## config.mk

```make
export PLATFORM = sky130hd
export DESIGN_NAME = button_event_sched
export DESIGN_NICKNAME = d
export VERILOG_FILES = /design/src/rtl/button_event_sched.sv
export SDC_FILE = /design/constraint.sdc
export NUM_CORES = 1
export LEC_CHECK = 0
export ABC_AREA = 1
export ABC_CLOCK_PERIOD_IN_PS = 3300
export CORE_ASPECT_RATIO = 1.1
export CORE_UTILIZATION = 31
export CTS_CLUSTER_SIZE = 40
export DETAILED_ROUTE_END_ITERATION = 8
export PLACE_DENSITY = 0.43
export SYNTH_ARGS = -nofsm -noshare
export SYNTH_HDL_FRONTEND = slang
export SYNTH_SLANG_ARGS = --single-unit
```

## constraint.sdc

```tcl
create_clock -name clk -period 3.3 [get_ports clk]
set_clock_uncertainty 0.1 [all_clocks]
set_input_delay 0.66 -clock clk [delete_from_list [all_inputs] [get_ports clk]]
set_output_delay 0.66 -clock clk [all_outputs]
set_load 0.01 [all_outputs]
```

## src/rtl/button_event_sched.sv

```systemverilog
// Per-button press/long/repeat/release gesture FSMs with a round-robin event arbiter.
// Define BTN_SCHED_AUTOREPEAT_EN to emit REPEAT events while a button stays in HELD.
module button_event_sched #(
  parameter int CLK_FREQ  = 50_000_000,
  parameter int N_BTN     = 4,
  parameter int LONG_MS   = 800,
  parameter int REPEAT_MS = 200
) (
  input  logic                       clk,
  input  logic                       rst_n,
  input  logic [N_BTN-1:0]           btn_level,
  output logic                       evt_valid,
  input  logic                       evt_ready,
  output logic [$clog2(N_BTN)-1:0]   evt_id,
  output logic [1:0]                 evt_code,
  output logic [N_BTN-1:0]           overflow,
  input  logic                       ovf_clear
);

  localparam int TICK_DIV = CLK_FREQ / 1000;
  localparam int TW       = (TICK_DIV > 1) ? $clog2(TICK_DIV) : 1;
  localparam int IDW      = $clog2(N_BTN);
  localparam int HOLD_MAX = (LONG_MS > REPEAT_MS) ? LONG_MS : REPEAT_MS;
  localparam int HW       = $clog2(HOLD_MAX + 1);

  localparam logic [1:0] C_PRESS   = 2'd0;
  localparam logic [1:0] C_LONG    = 2'd1;
  localparam logic [1:0] C_REPEAT  = 2'd2;
  localparam logic [1:0] C_RELEASE = 2'd3;

  // state  | meaning
  // S_IDLE | released, waiting for a rising level
  // S_DOWN | pressed, counting ms ticks towards LONG
  // S_HELD | long press reached, counting ticks between repeats
  typedef enum logic [1:0] {S_IDLE, S_DOWN, S_HELD} state_t;

  logic [TW-1:0]    r_tick_cnt;
  logic             w_tick;
  state_t           r_state     [N_BTN];
  state_t           w_state_nxt [N_BTN];
  logic [HW-1:0]    r_hold      [N_BTN];
  logic [HW-1:0]    w_hold_nxt  [N_BTN];
  logic [1:0]       w_emit_code [N_BTN];
  logic [1:0]       r_pend_code [N_BTN];
  logic [1:0]       w_pend_code_nxt [N_BTN];
  logic [N_BTN-1:0] r_prev, w_emit, w_drain, w_ovf_set;
  logic [N_BTN-1:0] r_pend_full, w_pend_full_nxt, r_ovf;
  logic             r_evt_valid, w_load_ok, w_gnt_vld;
  logic [IDW-1:0]   r_evt_id, r_rr, w_gnt_id;
  logic [1:0]       r_evt_code;

  function automatic logic [HW-1:0] f_sat_inc(input logic [HW-1:0] v);
    return (v == {HW{1'b1}}) ? v : v + 1'b1;
  endfunction

  function automatic logic [IDW-1:0] f_wrap(input logic [IDW-1:0] base, input int ofs);
    int s;
    s = int'(base) + ofs;
    if (s >= N_BTN) s = s - N_BTN;
    return IDW'(s);
  endfunction

  assign w_tick = (r_tick_cnt == TW'(TICK_DIV - 1));

  always_ff @(posedge clk or negedge rst_n) begin
    if (!rst_n) r_tick_cnt <= '0;
    else if (w_tick) r_tick_cnt <= '0;
    else r_tick_cnt <= r_tick_cnt + 1'b1;
  end

  always_ff @(posedge clk or negedge rst_n) begin
    if (!rst_n) begin
      r_prev <= '0;
      for (int i = 0; i < N_BTN; i++) begin
        r_state[i] <= S_IDLE;
        r_hold[i]  <= '0;
      end
    end else begin
      r_prev <= btn_level;
      for (int i = 0; i < N_BTN; i++) begin
        r_state[i] <= w_state_nxt[i];
        r_hold[i]  <= w_hold_nxt[i];
      end
    end
  end

  // A release always wins over a tick-driven LONG/REPEAT in the same cycle.
  always_comb begin
    for (int i = 0; i < N_BTN; i++) begin
      w_state_nxt[i] = r_state[i];
      w_hold_nxt[i]  = r_hold[i];
      w_emit[i]      = 1'b0;
      w_emit_code[i] = C_PRESS;
      case (r_state[i])
        S_IDLE: begin
          if (btn_level[i] && !r_prev[i]) begin
            w_state_nxt[i] = S_DOWN;
            w_hold_nxt[i]  = '0;
            w_emit[i]      = 1'b1;
            w_emit_code[i] = C_PRESS;
          end
        end
        S_DOWN: begin
          if (!btn_level[i]) begin
            w_state_nxt[i] = S_IDLE;
            w_emit[i]      = 1'b1;
            w_emit_code[i] = C_RELEASE;
          end else if (w_tick) begin
            if (r_hold[i] == HW'(LONG_MS - 1)) begin
              w_state_nxt[i] = S_HELD;
              w_hold_nxt[i]  = '0;
              w_emit[i]      = 1'b1;
              w_emit_code[i] = C_LONG;
            end else begin
              w_hold_nxt[i] = f_sat_inc(r_hold[i]);
            end
          end
        end
        S_HELD: begin
          if (!btn_level[i]) begin
            w_state_nxt[i] = S_IDLE;
            w_emit[i]      = 1'b1;
            w_emit_code[i] = C_RELEASE;
          end else if (w_tick) begin
`ifdef BTN_SCHED_AUTOREPEAT_EN
            if (r_hold[i] == HW'(REPEAT_MS - 1)) begin
              w_hold_nxt[i]  = '0;
              w_emit[i]      = 1'b1;
              w_emit_code[i] = C_REPEAT;
            end else begin
              w_hold_nxt[i] = f_sat_inc(r_hold[i]);
            end
`else
            w_hold_nxt[i] = f_sat_inc(r_hold[i]);
`endif
          end
        end
        default: w_state_nxt[i] = S_IDLE;
      endcase
    end
  end

  // A slot drained by the arbiter this cycle can accept a new event without overflow.
  always_comb begin
    for (int i = 0; i < N_BTN; i++) begin
      w_ovf_set[i]       = 1'b0;
      w_pend_full_nxt[i] = r_pend_full[i];
      w_pend_code_nxt[i] = r_pend_code[i];
      if (w_drain[i]) w_pend_full_nxt[i] = 1'b0;
      if (w_emit[i]) begin
        if (r_pend_full[i] && !w_drain[i]) begin
          w_ovf_set[i] = 1'b1;
        end else begin
          w_pend_full_nxt[i] = 1'b1;
          w_pend_code_nxt[i] = w_emit_code[i];
        end
      end
    end
  end

  always_ff @(posedge clk or negedge rst_n) begin
    if (!rst_n) begin
      r_pend_full <= '0;
      r_ovf       <= '0;
      for (int i = 0; i < N_BTN; i++) r_pend_code[i] <= C_PRESS;
    end else begin
      r_pend_full <= w_pend_full_nxt;
      r_ovf       <= (r_ovf & ~{N_BTN{ovf_clear}}) | w_ovf_set;
      for (int i = 0; i < N_BTN; i++) r_pend_code[i] <= w_pend_code_nxt[i];
    end
  end

  assign w_load_ok = !r_evt_valid || evt_ready;

  // Scan from the far end so the slot nearest the rr pointer is the last writer.
  always_comb begin
    w_gnt_vld = 1'b0;
    w_gnt_id  = '0;
    for (int k = N_BTN - 1; k >= 0; k--) begin
      if (r_pend_full[f_wrap(r_rr, k)]) begin
        w_gnt_vld = 1'b1;
        w_gnt_id  = f_wrap(r_rr, k);
      end
    end
  end

  assign w_drain = (w_load_ok && w_gnt_vld) ? (N_BTN'(1) << w_gnt_id) : '0;

  always_ff @(posedge clk or negedge rst_n) begin
    if (!rst_n) begin
      r_evt_valid <= 1'b0;
      r_evt_id    <= '0;
      r_evt_code  <= C_PRESS;
      r_rr        <= '0;
    end else if (w_load_ok) begin
      if (w_gnt_vld) begin
        r_evt_valid <= 1'b1;
        r_evt_id    <= w_gnt_id;
        r_evt_code  <= r_pend_code[w_gnt_id];
        r_rr        <= f_wrap(w_gnt_id, 1);
      end else begin
        r_evt_valid <= 1'b0;
      end
    end
  end

  assign evt_valid = r_evt_valid;
  assign evt_id    = r_evt_id;
  assign evt_code  = r_evt_code;
  assign overflow  = r_ovf;

endmodule

```

==> impl_summary.md, run 1 <==
Run status
The run finished with clean final reports.

Critical path
The logic depth of the worst register-to-register path is 15. In this run the critical register-to-register path is launched from r_rr[0]$_DFFE_PN0P_. Traced cell by cell, the critical path runs through inv_2 -> nand2_1 -> nand2_1 -> nand2_1 -> nand3_1 -> nand2_1 -> nand2_1 -> nand2_2 -> inv_1 -> ha_1 -> nand2_1 -> nand2_1 -> nand2_1 -> nand2_1 -> nand2_1.

By instance count, the cell type seen most on the critical path is sky130_fd_sc_hd__nand2_1. The top cell family by delay on the critical path is simple AND/OR/NAND/NOR gates. The worst stage delay on the critical path is 0.46 ns. The largest fanout on the critical path is 9. Counting buffers and inverters, the worst setup path is 15 cells deep. The setup slack on the worst flop-to-flop path is 0.99 ns.

The class of the most critical setup path is register to register. The element type at the critical path start is a register. The data required time at the worst endpoint is 3.44 ns. In this run the critical register-to-register path is captured at r_pend_code[1]$_DFFE_PN0P_. For the worst setup path, the data arrival time is 2.46 ns. The number of buffers and inverters on the critical path is 2. The kind of end point of the critical path is a register. The slowest stage of the critical path is the sky130_fd_sc_hd__dfrtp_1 cell.

Global routing
The via count of the first global-routing pass came to 4801. The largest net degree at the start of global routing is 46. The first global-routing pass estimated 22.3 mm of wire.

The initial antenna violation count is 0. The total track usage is 14.6%. The remaining global-route overflow is 0.

Die
17 I/O pins were placed. The standard cell core area is 17900 µm². The floorplan has 51 rows. The die extent in x is 132 µm. Once the floorplan was initialized, standard cells occupied 32.0% of the core. The floorplan step defined a die boundary enclosing 19000 µm². The vertical die dimension is 145 µm.

Pwr
Across the VDD grid, the largest voltage drop is 0.268 mV. The leakage power figure is 3.28 nW. The power per standard cell area is 759 nW/µm².

The switching share of power is 44.4%. In this run the power spent charging and discharging nets is 2.18 mW. The proportion of power drawn by flip-flops and latches is 31.3%. The share of total power in combinational logic is 47.1%. Cell internal power was estimated by the tool at 2.73 mW.

Per report_power, the clock group accounts for 21.7% of the total. The completed layout was analyzed and its total power is 4.91 mW.

Yosys
The cell count after synthesis is 782. In this run the mean area of a mapped cell was 7.32 µm². The share of the yosys chip area belonging to registers is 39.8%. Among all flip-flop cells after synthesis, the most frequent one is sky130_fd_sc_hd__dfrtp_1.

Counting every net in the synthesized netlist gives 815. The post-synth design cell area is 5720 µm². For this run, asynchronously set or reset flops after synthesis account for 100%.

The number of synthesized flops with an enable pin is 0. The flop and latch count out of synthesis is 91. After synthesis, the netlist uses 43 different library cells. The Yosys step of the flow raised 0 warnings.

Timing
The worst slew slack as a fraction of its limit is 58.8%. The share of the cycle needed by the critical path after routing is 70.1%. The final total negative setup slack is 0 ns. The number of endpoints with negative hold slack in the final report is 0. Setup violations remaining at the end of the flow were counted as 0.

For the pin with the worst max-slew slack, the measured transition is 0.618 ns. Counting I/O delays and the setup requirement, the final critical path takes 2.31 ns. Setup repair after global routing left no endpoint under its margin. The final number of max-transition violations was 0. Timing would allow up to 0.432 GHz.

Job
The number of max-capacitance violations reported is 0.

Routing
The first TritonRoute pass finished after 5 iterations. The total number of vias is 4920. The routed wire length per instance is 12.0 µm. The average via count per standard cell is 4.69. The total DRC errors in the routed layout is 0.

Summed over all layers, the routed wires come to 12.6 mm. The antenna violation net count after detailed routing is 0. The starting DRC count in detailed routing is 211.

Clock network
The post-cts gate resize count is 0. For this design, the CTS-stage hold fixing added 0 buffers. The maximum number of buffers from clock root to sink is 2.

The CTS clock-pin slew for the worst setup and hold paths is 0.07 ns. Buffers added to address setup during post-CTS repair amount to 0. Clock tree synthesis selected as its root buffer the cell sky130_fd_sc_hd__clkbuf_16. The source-to-sink clock delay at the later pin of the worst-skew pair is 0.35 ns. The CTS tree is yes.

In this run, CTS created clock tree buffers numbering 9. The clock tree synthesis step divided the H-tree into 3 levels. The CTS sink count is 91.

Layout
For this run, the post-layout net count is 840. The fill cell total of the finished layout is 1873. The antenna diode instance count is 0. The most common cell after layout, fill and taps aside is sky130_fd_sc_hd__nand2_1. In the layout the commonest cells are sky130_fd_sc_hd__nand2_1, sky130_fd_sc_hd__inv_1, sky130_fd_sc_hd__dfrtp_1, sky130_fd_sc_hd__nand3_1, sky130_fd_sc_hd__nor2_1. The total area of multi-input combinational cells is 2890 µm². The area growth from synthesis to layout is 13.0%. The area used by sequential logic in the layout is 2280 µm². The share of layout cells above drive strength 1 is 8.25%.

Worst hold path
In this run the worst hold path is classified as primary input to asynchronous set/reset pin.

Place
The count of port buffers added during placement is 16. Once detailed placement completed, the half-perimeter wirelength came to 9.46 mm. Routability-driven placement finished with a final weighted congestion of 0.776.
-- final cells by class --
type	instances	share of cell area, %
flip-flops and latches	91	35.2
clock inverters	7	1.20
inverters	138	8.05
repair buffers	18	2.86
clock buffers	9	3.48
multi-input cells	549	44.6
well taps	238	4.60
-- worst reg2reg max path, delay by kind of cell, from the launching register on --
kind          cells  cell delay, ns
buf+inv           2            0.27
fa+ha+maj         1            0.15
flops             1            0.46
simple gates     12            1.24
-- power groups by stage --
stage	clock network, mW	logic (mW)	registers (mW)
detailed placement	0	2.32	1.56
floorplan	0	1.78	1.53
finish	1.06	2.31	1.54
global placement	0	2.30	1.55
global route	1.16	2.67	1.57
CTS	1.12	2.34	1.54
-- cells in the mapped netlist, types with 2 or more instances --
library cell	number	area (µm²)
sky130_fd_sc_hd__a21boi_1	4	30.0
sky130_fd_sc_hd__a21oi_1	24	120
sky130_fd_sc_hd__a31o_2	2	17.5
sky130_fd_sc_hd__and3_1	2	12.5
sky130_fd_sc_hd__buf_4	2	15.0
sky130_fd_sc_hd__dfrtp_1	91	2280
sky130_fd_sc_hd__ha_1	25	313
sky130_fd_sc_hd__inv_1	128	480
sky130_fd_sc_hd__inv_2	8	30.0
sky130_fd_sc_hd__nand2_1	205	769
sky130_fd_sc_hd__nand2_2	10	62.6
sky130_fd_sc_hd__nand2_4	8	90.1
sky130_fd_sc_hd__nand3_1	77	385
sky130_fd_sc_hd__nand3_2	3	30.0
sky130_fd_sc_hd__nand3b_1	3	22.5
sky130_fd_sc_hd__nand4_1	8	50.1
sky130_fd_sc_hd__nor2_1	54	203
sky130_fd_sc_hd__nor2_2	5	31.3
sky130_fd_sc_hd__nor3_1	10	50.1
sky130_fd_sc_hd__nor4_1	4	25.0
sky130_fd_sc_hd__o211ai_1	5	37.5
sky130_fd_sc_hd__o21a_1	2	15.0
sky130_fd_sc_hd__o21ai_0	50	250
sky130_fd_sc_hd__o21ai_1	11	55.1
sky130_fd_sc_hd__o21ai_2	3	26.3
sky130_fd_sc_hd__o22ai_1	6	37.5
sky130_fd_sc_hd__o31ai_1	3	22.5
sky130_fd_sc_hd__or2_2	2	12.5
sky130_fd_sc_hd__xor2_1	13	114
-- stage by stage --
stage	instances	hold slack [ns]	cell area (µm²)	setup WS, ns	util (%)
floorplan	782	0.264	5720	1.37	-
global placement	1034	0.349	6170	0.802	34.5
detailed placement	1034	0.361	6170	0.759	34.5
CTS	1050	0.247	6470	0.987	36.2
global route	1050	0.264	6470	0.666	36.2
finish	1050	0.223	6470	0.987	36.2
-- metal layers --
| metal | GRT usage, % | wire (µm) | part of all wire (%) | vias up |
|---|---|---|---|---|
| met3 | 1.93 | 253 | 2.0 | 17 |
| met5 | 0 | 0 | 0 | - |
| met1 | 18.7 | 6050 | 48 | 2300 |
| li1 | - | - | - | 2553 |
| met2 | 24.7 | 6070 | 48 | 50 |
| met4 | 6.61 | 274 | 2.2 | 0 |
-- cell families (layout without fill, tap and decap cells) --
family | Yosys count | in the layout | share of synthesized area [%]
adders and majority gates | 25 | 25 | 5.46
AOI/OAI and AO/OA | 114 | 114 | 11.3
xor gates and xnor gates | 13 | 13 | 1.99
DFF | 91 | 91 | 39.8
and+or+nand+nor | 397 | 397 | 31.7
buffers and inverters | 142 | 172 | 9.81
-- how the worst max path moves through the flow --
stage | slack, ns | endpoint | startpoint
final | 0.99 | r_pend_code[1]$_DFFE_PN0P_ | r_rr[0]$_DFFE_PN0P_
after global routing | 0.67 | r_pend_code[0]$_DFFE_PN0P_ | r_rr[1]$_DFFE_PN0P_
after CTS | 0.99 | r_pend_code[1]$_DFFE_PN0P_ | r_rr[0]$_DFFE_PN0P_
after detailed placement | 0.76 | r_hold[30]$_DFFE_PN0P_ | btn_level[0]
after global placement | 0.80 | r_hold[31]$_DFFE_PN0P_ | btn_level[0]
after floorplan | 1.37 | r_pend_code[0]$_DFFE_PN0P_ | r_rr[0]$_DFFE_PN0P_
-- state kept, by name, indices dropped and copies added, names as in the netlist --
name,count
evt_id,2
r_state,8
r_tick_cnt,16
r_rr,2
evt_code,2
r_prev,4
r_hold,40
r_pend_full,4
r_pend_code,8
evt_valid,1
overflow,4
Note: power is estimated with default switching activity, not from simulation.
==> run 2: changes to the inputs <==
--- a/config.mk
+++ b/config.mk
@@ -6,12 +6,12 @@
 export NUM_CORES = 1
 export LEC_CHECK = 0
 export ABC_AREA = 1
-export ABC_CLOCK_PERIOD_IN_PS = 3300
+export ABC_CLOCK_PERIOD_IN_PS = 1900
 export CORE_ASPECT_RATIO = 1.1
 export CORE_UTILIZATION = 31
 export CTS_CLUSTER_SIZE = 40
 export DETAILED_ROUTE_END_ITERATION = 8
-export PLACE_DENSITY = 0.43
+export PLACE_DENSITY = 0.44
 export SYNTH_ARGS = -nofsm -noshare
 export SYNTH_HDL_FRONTEND = slang
 export SYNTH_SLANG_ARGS = --single-unit
==> constraint.sdc (replaced) <==
create_clock -name clk -period 1.9 [get_ports clk]
set_clock_uncertainty 0.1 [all_clocks]
set_input_delay 0.38 -clock clk [delete_from_list [all_inputs] [get_ports clk]]
set_output_delay 0.38 -clock clk [all_outputs]
set_load 0.01 [all_outputs]
==> impl_summary.md, run 2 (same netlist as run 1, synthesis figures left out) <==
Worst hold path
In this run the worst hold path is classified as register to register.

Global routing
The remaining global-route overflow is 0 (unchanged). The via count of the first global-routing pass came to 5409 (+13%). The initial antenna violation count was 0 (unchanged). The largest net degree at the start of global routing is 92 (+100%). The wire length of the first global-routing pass is 24.1 mm (+7.9%). The total track usage is 15.7% (+1.0 points).

Die
The row count is 51 (unchanged). The die extent in x is 132 µm (unchanged). The number of I/O pins is 17 (unchanged). The effective utilization at floorplan is 32.0% (unchanged). The standard cell core area is 17900 µm² (unchanged). The die outline area was 19000 µm² (unchanged). The vertical die dimension came to 145 µm (unchanged).

Critical path
The setup slack on the worst flop-to-flop path is -0.09 ns (-1.08 ns). The data arrival at the endpoint of the critical path is 2.13 ns (-0.33 ns). The largest fanout on the critical path is 5 (-4).

The setup path with the least slack is of type register to register. The capture instance of the worst register-to-register path is r_pend_code[0]$_DFFE_PN0P_. The source of the critical timing path is r_rr[0]$_DFFE_PN0P_.

The capture point of the critical path is r_pend_code[0]$_DFFE_PN0P_. The startpoint of the worst register-to-register path is r_rr[0]$_DFFE_PN0P_. The element type at the critical path start is a register. The kind of end point of the critical path is a register.

The logic depth of the worst register-to-register path was 13 (-2). The data required time at the worst endpoint is 2.04 ns (-1.40 ns).

Layout
In the final layout, the registers with the most flip-flops are r_hold: 40 flops, r_tick_cnt: 16 flops. The flip-flop count of the largest register after layout is 40 (unchanged). The area added between synthesis and finish is 45.9%. The total area of multi-input combinational cells is 3650 µm² (+26%). The final net count was 971 (+16%). The most common cell after layout, fill and taps aside is sky130_fd_sc_hd__nand2_1.

The area used by sequential logic in the layout was 2280 µm² (+0.27%). More flip-flops sit in one register than any other, and that register is r_hold. The share of layout cells above drive strength 1 is 36.4% (+28 points). The antenna diode instance count is 0 (unchanged).

The cell area after layout is 8350 µm² (+29%). The fill cell total of the finished layout came to 1777 (-5.1%). In the layout the commonest cells are sky130_fd_sc_hd__nand2_1, sky130_fd_sc_hd__inv_1, sky130_fd_sc_hd__buf_4, sky130_fd_sc_hd__dfrtp_1, sky130_fd_sc_hd__nand3_1.

Place
The detailed placement HPWL was 10.2 mm (+7.5%). The count of port buffers added during placement is 16 (unchanged). The weighted congestion at the end of routability-driven global placement is 0.816 (+5.1%). The worst slack at placement came to -0.155 ns (-0.913 ns). The post-placement cell area was 6980 µm² (+13%).

Routing
The count of TritonRoute iterations in the first routing pass is 4 (-1). The starting DRC count in detailed routing is 185 (-12%). The total DRC errors in the routed layout is 0 (unchanged). The routed wire length per instance came to 12.3 µm (+2.5%).

The total number of vias is 5481 (+11%). The antenna violation net count after detailed routing is 0 (unchanged). The average via count per standard cell came to 4.64 (-0.95%).

The overall routed net length is 14.6 mm (+15%).

Clock network
The master cell of the clock root buffer is sky130_fd_sc_hd__clkbuf_16. The number of levels the H-tree was split into is 3 (unchanged). The CTS clock-pin slew for the worst setup and hold paths was 0.07 ns (about the same). TritonCTS built the clock tree. The CTS sink count is 91 (unchanged). The CTS buffer count came to 9 (unchanged). The maximum number of buffers from clock root to sink is 2 (unchanged). The source-to-sink clock delay at the later pin of the worst-skew pair is 0.35 ns (about the same).

Timing
The final number of max-transition violations is 0 (unchanged). The number of endpoints failing setup at the final stage came to 21 (+21). The final period demand of the worst path was 1.99 ns (-0.320 ns). The number of endpoints with negative hold slack in the final report is 0 (unchanged). The share of the cycle needed by the critical path after routing is 105% (+35 points).

The worst setup slack after layout is -0.0935 ns (-1.08 ns). The highest achievable clock rate is 0.502 GHz (+16%). Setup repair after global routing could not meet its margin everywhere. The measured slew at the worst slew-check pin is 0.522 ns (-0.0960 ns). The final total negative setup slack is -1.00 ns (-1.00 ns). The worst slew slack as a fraction of its limit is 65.2% (+6.4 points).

Pwr
The share of total power in combinational logic is 62.2% (+15 points). The net switching component of the power is 5.37 mW (+150%). The switching share of power is 43.7% (-0.69 points).

The power per standard cell area is 1470 nW/µm² (+94%). The overall power of the completed layout was 12.3 mW (+150%). The proportion of power drawn by flip-flops and latches is 21.8% (-9.5 points). The leakage power figure is 4.15 nW (+27%). The cell-internal power is 6.92 mW (+150%). The clock group share of total power is 16.0% (-5.7 points). The maximum vdd drop came to 0.939 mV (+250%).

Run status
The checks that failed: negative setup slack. The run finished, with violations left.

Job
The number of max-capacitance violations reported is 0 (unchanged).
-- run 2: changes by cell type in the layout (fill, tap and decap cells not counted), moves of 8 or more --
cell / before / now
sky130_fd_sc_hd__ha_1: 25 / 17
sky130_fd_sc_hd__nand3_2: 3 / 23
sky130_fd_sc_hd__buf_6: 0 / 14
sky130_fd_sc_hd__o21ai_2: 3 / 12
sky130_fd_sc_hd__o21ai_0: 50 / 26
sky130_fd_sc_hd__nor2_1: 54 / 39
sky130_fd_sc_hd__buf_4: 2 / 116
sky130_fd_sc_hd__nand3_1: 77 / 52
sky130_fd_sc_hd__nand2_2: 10 / 47
sky130_fd_sc_hd__nor2_2: 5 / 13
sky130_fd_sc_hd__o21ai_1: 11 / 22
sky130_fd_sc_hd__nand2_1: 205 / 143
sky130_fd_sc_hd__nand2_4: 8 / 31
-- run 2: layout make-up --
cell class              count  area share (%)
clock buffers               9            2.70
clock inverters             7            1.11
inverters                 138            6.65
multi-input cells         549            43.7
flip-flops and latches     91            27.3
well taps                 238            3.57
repair buffers            149            15.0
-- run 2: through the flow --
step / std cells / util [%] / hold WS (ns)
3_3_place_gp: 1138 / 39.0 / 0.363
6_report: 1181 / 46.7 / 0.372
4_1_cts: 1168 / 42.8 / 0.377
5_1_grt: 1181 / 46.7 / 0.393
2_1_floorplan: 782 / - / -0.0156
3_5_place_dp: 1138 / 39.0 / 0.360
-- run 2: routing by layer --
layer	share of wire (%)	global-route usage (%)	vias to the layer above
met2	50	26.9	30
li1	-	-	2827
met5	0	0	-
met3	1.5	2.10	20
met1	47	19.6	2604
met4	2.1	7.34	0
-- run 2: worst min path at each step --
stage	startpoint	endpoint	slack [ns]	depth (start not counted)
2_1_floorplan	rst_n	evt_code[0]$_DFFE_PN0P_	-0.02	0
3_3_place_gp	r_pend_code[4]$_DFFE_PN0P_	r_pend_code[4]$_DFFE_PN0P_	0.36	2
6_report	r_pend_code[4]$_DFFE_PN0P_	r_pend_code[4]$_DFFE_PN0P_	0.37	2
5_1_grt	r_pend_code[4]$_DFFE_PN0P_	r_pend_code[4]$_DFFE_PN0P_	0.39	2
4_1_cts	r_pend_code[4]$_DFFE_PN0P_	r_pend_code[4]$_DFFE_PN0P_	0.38	2
3_5_place_dp	r_pend_code[4]$_DFFE_PN0P_	r_pend_code[4]$_DFFE_PN0P_	0.36	2
-- run 2: timing repair --
item / CTS / global route
setup buffers: 13 / 16
setup endpoints to repair: 52 / 74
pin swaps: 24 / 66
gates resized for setup: 81 / 166
hold buffers: 1 / 0
endpoints found under the hold margin: 4 / 0
cloned: 0 / 0
-- run 2: power by group through the flow --
stage / sequential (mW) / combinational, mW / clock, mW
final: 2.69 / 7.64 / 1.97
after global placement: 2.66 / 5.04 / 0
after CTS: 2.64 / 5.94 / 2.04
after detailed placement: 2.66 / 5.09 / 0
after floorplan: 2.66 / 3.11 / 0
after global routing: 2.74 / 8.36 / 2.10
-- run 2: critical path: stages (launching register included) --
cell                       delay (ns)
sky130_fd_sc_hd__dfrtp_2         0.48
sky130_fd_sc_hd__buf_6           0.16
sky130_fd_sc_hd__nand2_4         0.05
sky130_fd_sc_hd__nand2_4         0.09
sky130_fd_sc_hd__nand2_4         0.06
sky130_fd_sc_hd__nor2_4          0.14
sky130_fd_sc_hd__o21ai_4         0.09
sky130_fd_sc_hd__a21boi_4        0.23
sky130_fd_sc_hd__ha_4            0.18
sky130_fd_sc_hd__nand2_4         0.05
sky130_fd_sc_hd__nand2_4         0.10
sky130_fd_sc_hd__nand2_2         0.06
sky130_fd_sc_hd__nand2_1         0.05
sky130_fd_sc_hd__nand2_1         0.04
==> run 3: changes to the inputs <==
--- a/config.mk
+++ b/config.mk
@@ -9,9 +9,11 @@
 export ABC_CLOCK_PERIOD_IN_PS = 1900
 export CORE_ASPECT_RATIO = 1.1
 export CORE_UTILIZATION = 31
+export CTS_BUF_LIST = sky130_fd_sc_hd__clkbuf_8
 export CTS_CLUSTER_SIZE = 40
 export DETAILED_ROUTE_END_ITERATION = 8
-export PLACE_DENSITY = 0.44
+export MAX_ROUTING_LAYER = met4
+export PLACE_DENSITY = 0.51
 export SYNTH_ARGS = -nofsm -noshare
 export SYNTH_HDL_FRONTEND = slang
 export SYNTH_SLANG_ARGS = --single-unit
==> impl_summary.md, run 3 (same netlist as run 1, synthesis figures left out) <==
Timing
The final total negative setup slack is -0.443 ns (+0.561 ns). The number of endpoints failing setup at the final stage is 13 (-38%). The number of endpoints with negative hold slack in the final report is 0 (unchanged). The worst setup slack after layout is -0.0633 ns (+0.0302 ns). The final number of max-transition violations is 0 (unchanged). The highest achievable clock rate came to 0.509 GHz (+1.5%). The worst slew slack as a fraction of its limit is 64.6% (-0.65 points).

The measured slew at the worst slew-check pin is 0.531 ns (+0.00978 ns). The share of the cycle needed by the critical path after routing is 103% (-1.6 points). Setup repair after global routing could not meet its margin everywhere.

The worst hold margin came to 0.380 ns (+0.00831 ns). The final period demand of the worst path is 1.96 ns (-0.0302 ns).

Pwr
The power per standard cell area was 1390 nW/µm² (-5.8%). The leakage power figure was 4.12 nW (-0.71%). The overall power of the completed layout came to 11.4 mW (-7.2%). The maximum vdd drop is 0.884 mV (-5.9%).

Layout
The fill cell total of the finished layout is 1781 (+0.23%). The most common cell after layout, fill and taps aside is sky130_fd_sc_hd__nand2_1. The library cells used most frequently in the layout, excluding fill and tap cells, are sky130_fd_sc_hd__nand2_1, sky130_fd_sc_hd__buf_4, sky130_fd_sc_hd__inv_1, sky130_fd_sc_hd__dfrtp_1, sky130_fd_sc_hd__nand3_1.

r_hold holds more flip-flops than any other register. The antenna diode instance count came to 0 (unchanged). The area added between synthesis and finish is 43.8%.

The cell area after layout came to 8230 µm² (-1.4%). The final cell count without fillers is 1194 (+1.1%). The post-route core utilization came to 46.1% (-0.67 points). In the final layout, the registers with the most flip-flops are r_hold: 40 flops, r_tick_cnt: 16 flops. The share of layout cells above drive strength 1 was 35.3% (-1.1 points). The final net count is 984 (+1.3%).

The flip-flop count of the largest register after layout is 40 (unchanged).

Critical path
The setup slack on the worst flop-to-flop path is -0.06 ns (+0.03 ns). The element type at the critical path start is a register. The worst path buffer plus inverter count is 1 (unchanged).

The worst stage delay on the critical path was 0.44 ns (-0.04 ns). The data arrival at the endpoint of the critical path is 2.15 ns (+0.02 ns). The slowest stage cell on the critical path is sky130_fd_sc_hd__dfrtp_2. STA classifies the critical path endpoint as a register. Among cell families on the critical path, the largest total delay comes from simple AND/OR/NAND/NOR gates.

The cell with the most instances on the worst path is sky130_fd_sc_hd__nand2_4. The data required time at the worst endpoint was 2.08 ns (+0.04 ns). The critical path goes through buf_6 -> nand2_2 -> nand2_4 -> nand2_4 -> nor2_4 -> o21ai_4 -> a21boi_2 -> ha_2 -> nand2_4 -> nand2_4 -> nand2_2 -> nand2_1 -> nand2_1. The worst setup path is of the register to register kind. The largest fanout on the critical path is 5 (unchanged).

Clock network
The source-to-sink clock delay at the later pin of the worst-skew pair is 0.39 ns (+0.04 ns). TritonCTS built the clock tree. The CTS sink count came to 91 (unchanged). The master cell of the clock root buffer is sky130_fd_sc_hd__clkbuf_8. The maximum number of buffers from clock root to sink is 2 (unchanged). The CTS clock-pin slew for the worst setup and hold paths was 0.10 ns (+0.03 ns). The number of levels the H-tree was split into came to 3 (unchanged). The CTS buffer count is 9 (unchanged).

Worst hold path
The path category of the worst min-delay check is register to register.

Place
The detailed placement HPWL came to 9.65 mm (-5.1%). The weighted congestion at the end of routability-driven global placement is 0.835 (+2.3%). The count of port buffers added during placement came to 16 (unchanged). The post-placement cell area was 6990 µm² (+0.25%). The number of instances in the placed design is 1142 (+0.35%). The worst slack at placement is -0.121 ns (+0.0340 ns).

Die
The die extent in x was 132 µm (unchanged). The vertical die dimension came to 145 µm (unchanged). The effective utilization at floorplan is 32.0% (unchanged).

The die outline area is 19000 µm² (unchanged). The row count is 51 (unchanged). The number of I/O pins is 17 (unchanged).

The standard cell core area was 17900 µm² (unchanged).

Global routing
The remaining global-route overflow is 0 (unchanged). The wire length of the first global-routing pass is 23.5 mm (-2.6%). The initial antenna violation count is 0 (unchanged). The total track usage is 15.6% (-0.10 points).

The largest net degree at the start of global routing is 92 (unchanged). The via count of the first global-routing pass came to 5243 (-3.1%).

Run status
The run finished, with violations left. The final reports fail on negative setup slack.

Routing
The average via count per standard cell is 4.54 (-2.3%). The routed wire length per instance is 11.9 µm (-3.8%). The overall routed net length came to 14.2 mm (-2.8%). The antenna violation net count after detailed routing is 0 (unchanged).

The total number of vias was 5416 (-1.2%). The starting DRC count in detailed routing is 220 (+19%). The total DRC errors in the routed layout was 0 (unchanged). The count of TritonRoute iterations in the first routing pass is 5 (+1).

Job
The number of max-capacitance violations reported is 0 (unchanged).
==> run 3: cell count changes in the layout (fill, tap and decap cells not counted), sizes merged <==
cell | previous run | this run
buf | 133 | 146
clkinvlp | 3 | 0
clkinv | 3 | 6
==> run 3: worst min-delay path, stage by stage (launching register included) <==
cell	delay (ns)
sky130_fd_sc_hd__dfrtp_1	0.35
sky130_fd_sc_hd__nand2_1	0.05
sky130_fd_sc_hd__nand2_1	0.05
==> run 3: power breakdown <==
part           switching [mW]  internal [mW]
clock                   0.778          0.751
sequential              0.328           2.33
combinational            3.91           3.31
==> run 3: what timing repair did <==
| action | CTS | global route |
|---|---|---|
| setup buffers | 16 | 18 |
| cloned | 1 | 0 |
| endpoints found under the hold margin | 91 | 0 |
| pin swaps | 21 | 45 |
| gates resized for setup | 69 | 151 |
| hold buffers | 1 | 0 |
| endpoints found under the setup margin | 53 | 75 |
==> run 3: area by class of cell <==
| class | count | area, µm² | area share [%] |
|---|---|---|---|
| Sequential cell | 91 | 2280 | 27.7 |
| Inverter | 138 | 543 | 6.60 |
| Timing Repair Buffer | 162 | 1330 | 16.2 |
| Clock buffer | 9 | 124 | 1.50 |
| Tap cell | 238 | 298 | 3.62 |
| Multi-Input combinational cell | 549 | 3560 | 43.2 |
| Clock inverter | 7 | 100 | 1.22 |
==> run 3: metal layers <==
metal  global-route usage [%]  vias up  part of all wire (%)
met5                        -        -                     0
li1                         -     2838                     -
met2                     26.6       41                    49
met4                     5.81        0                   2.0
met3                     2.03       19                   1.5
met1                     18.8     2518                    47
==> run 3: path summary, 6_finish.rpt <==
kind / startpoint / endpoint / depth (start not counted)
min: r_pend_code[3]$_DFFE_PN0P_ / r_pend_code[3]$_DFFE_PN0P_ / 2
min reg2reg: r_pend_code[3]$_DFFE_PN0P_ / r_pend_code[3]$_DFFE_PN0P_ / 2
min in group asynchronous: rst_n / r_hold[31]$_DFFE_PN0P_ / 3
max: r_rr[0]$_DFFE_PN0P_ / r_pend_code[0]$_DFFE_PN0P_ / 13
max reg2reg: r_rr[0]$_DFFE_PN0P_ / r_pend_code[0]$_DFFE_PN0P_ / 13
max in group asynchronous: rst_n / r_hold[15]$_DFFE_PN0P_ / 3
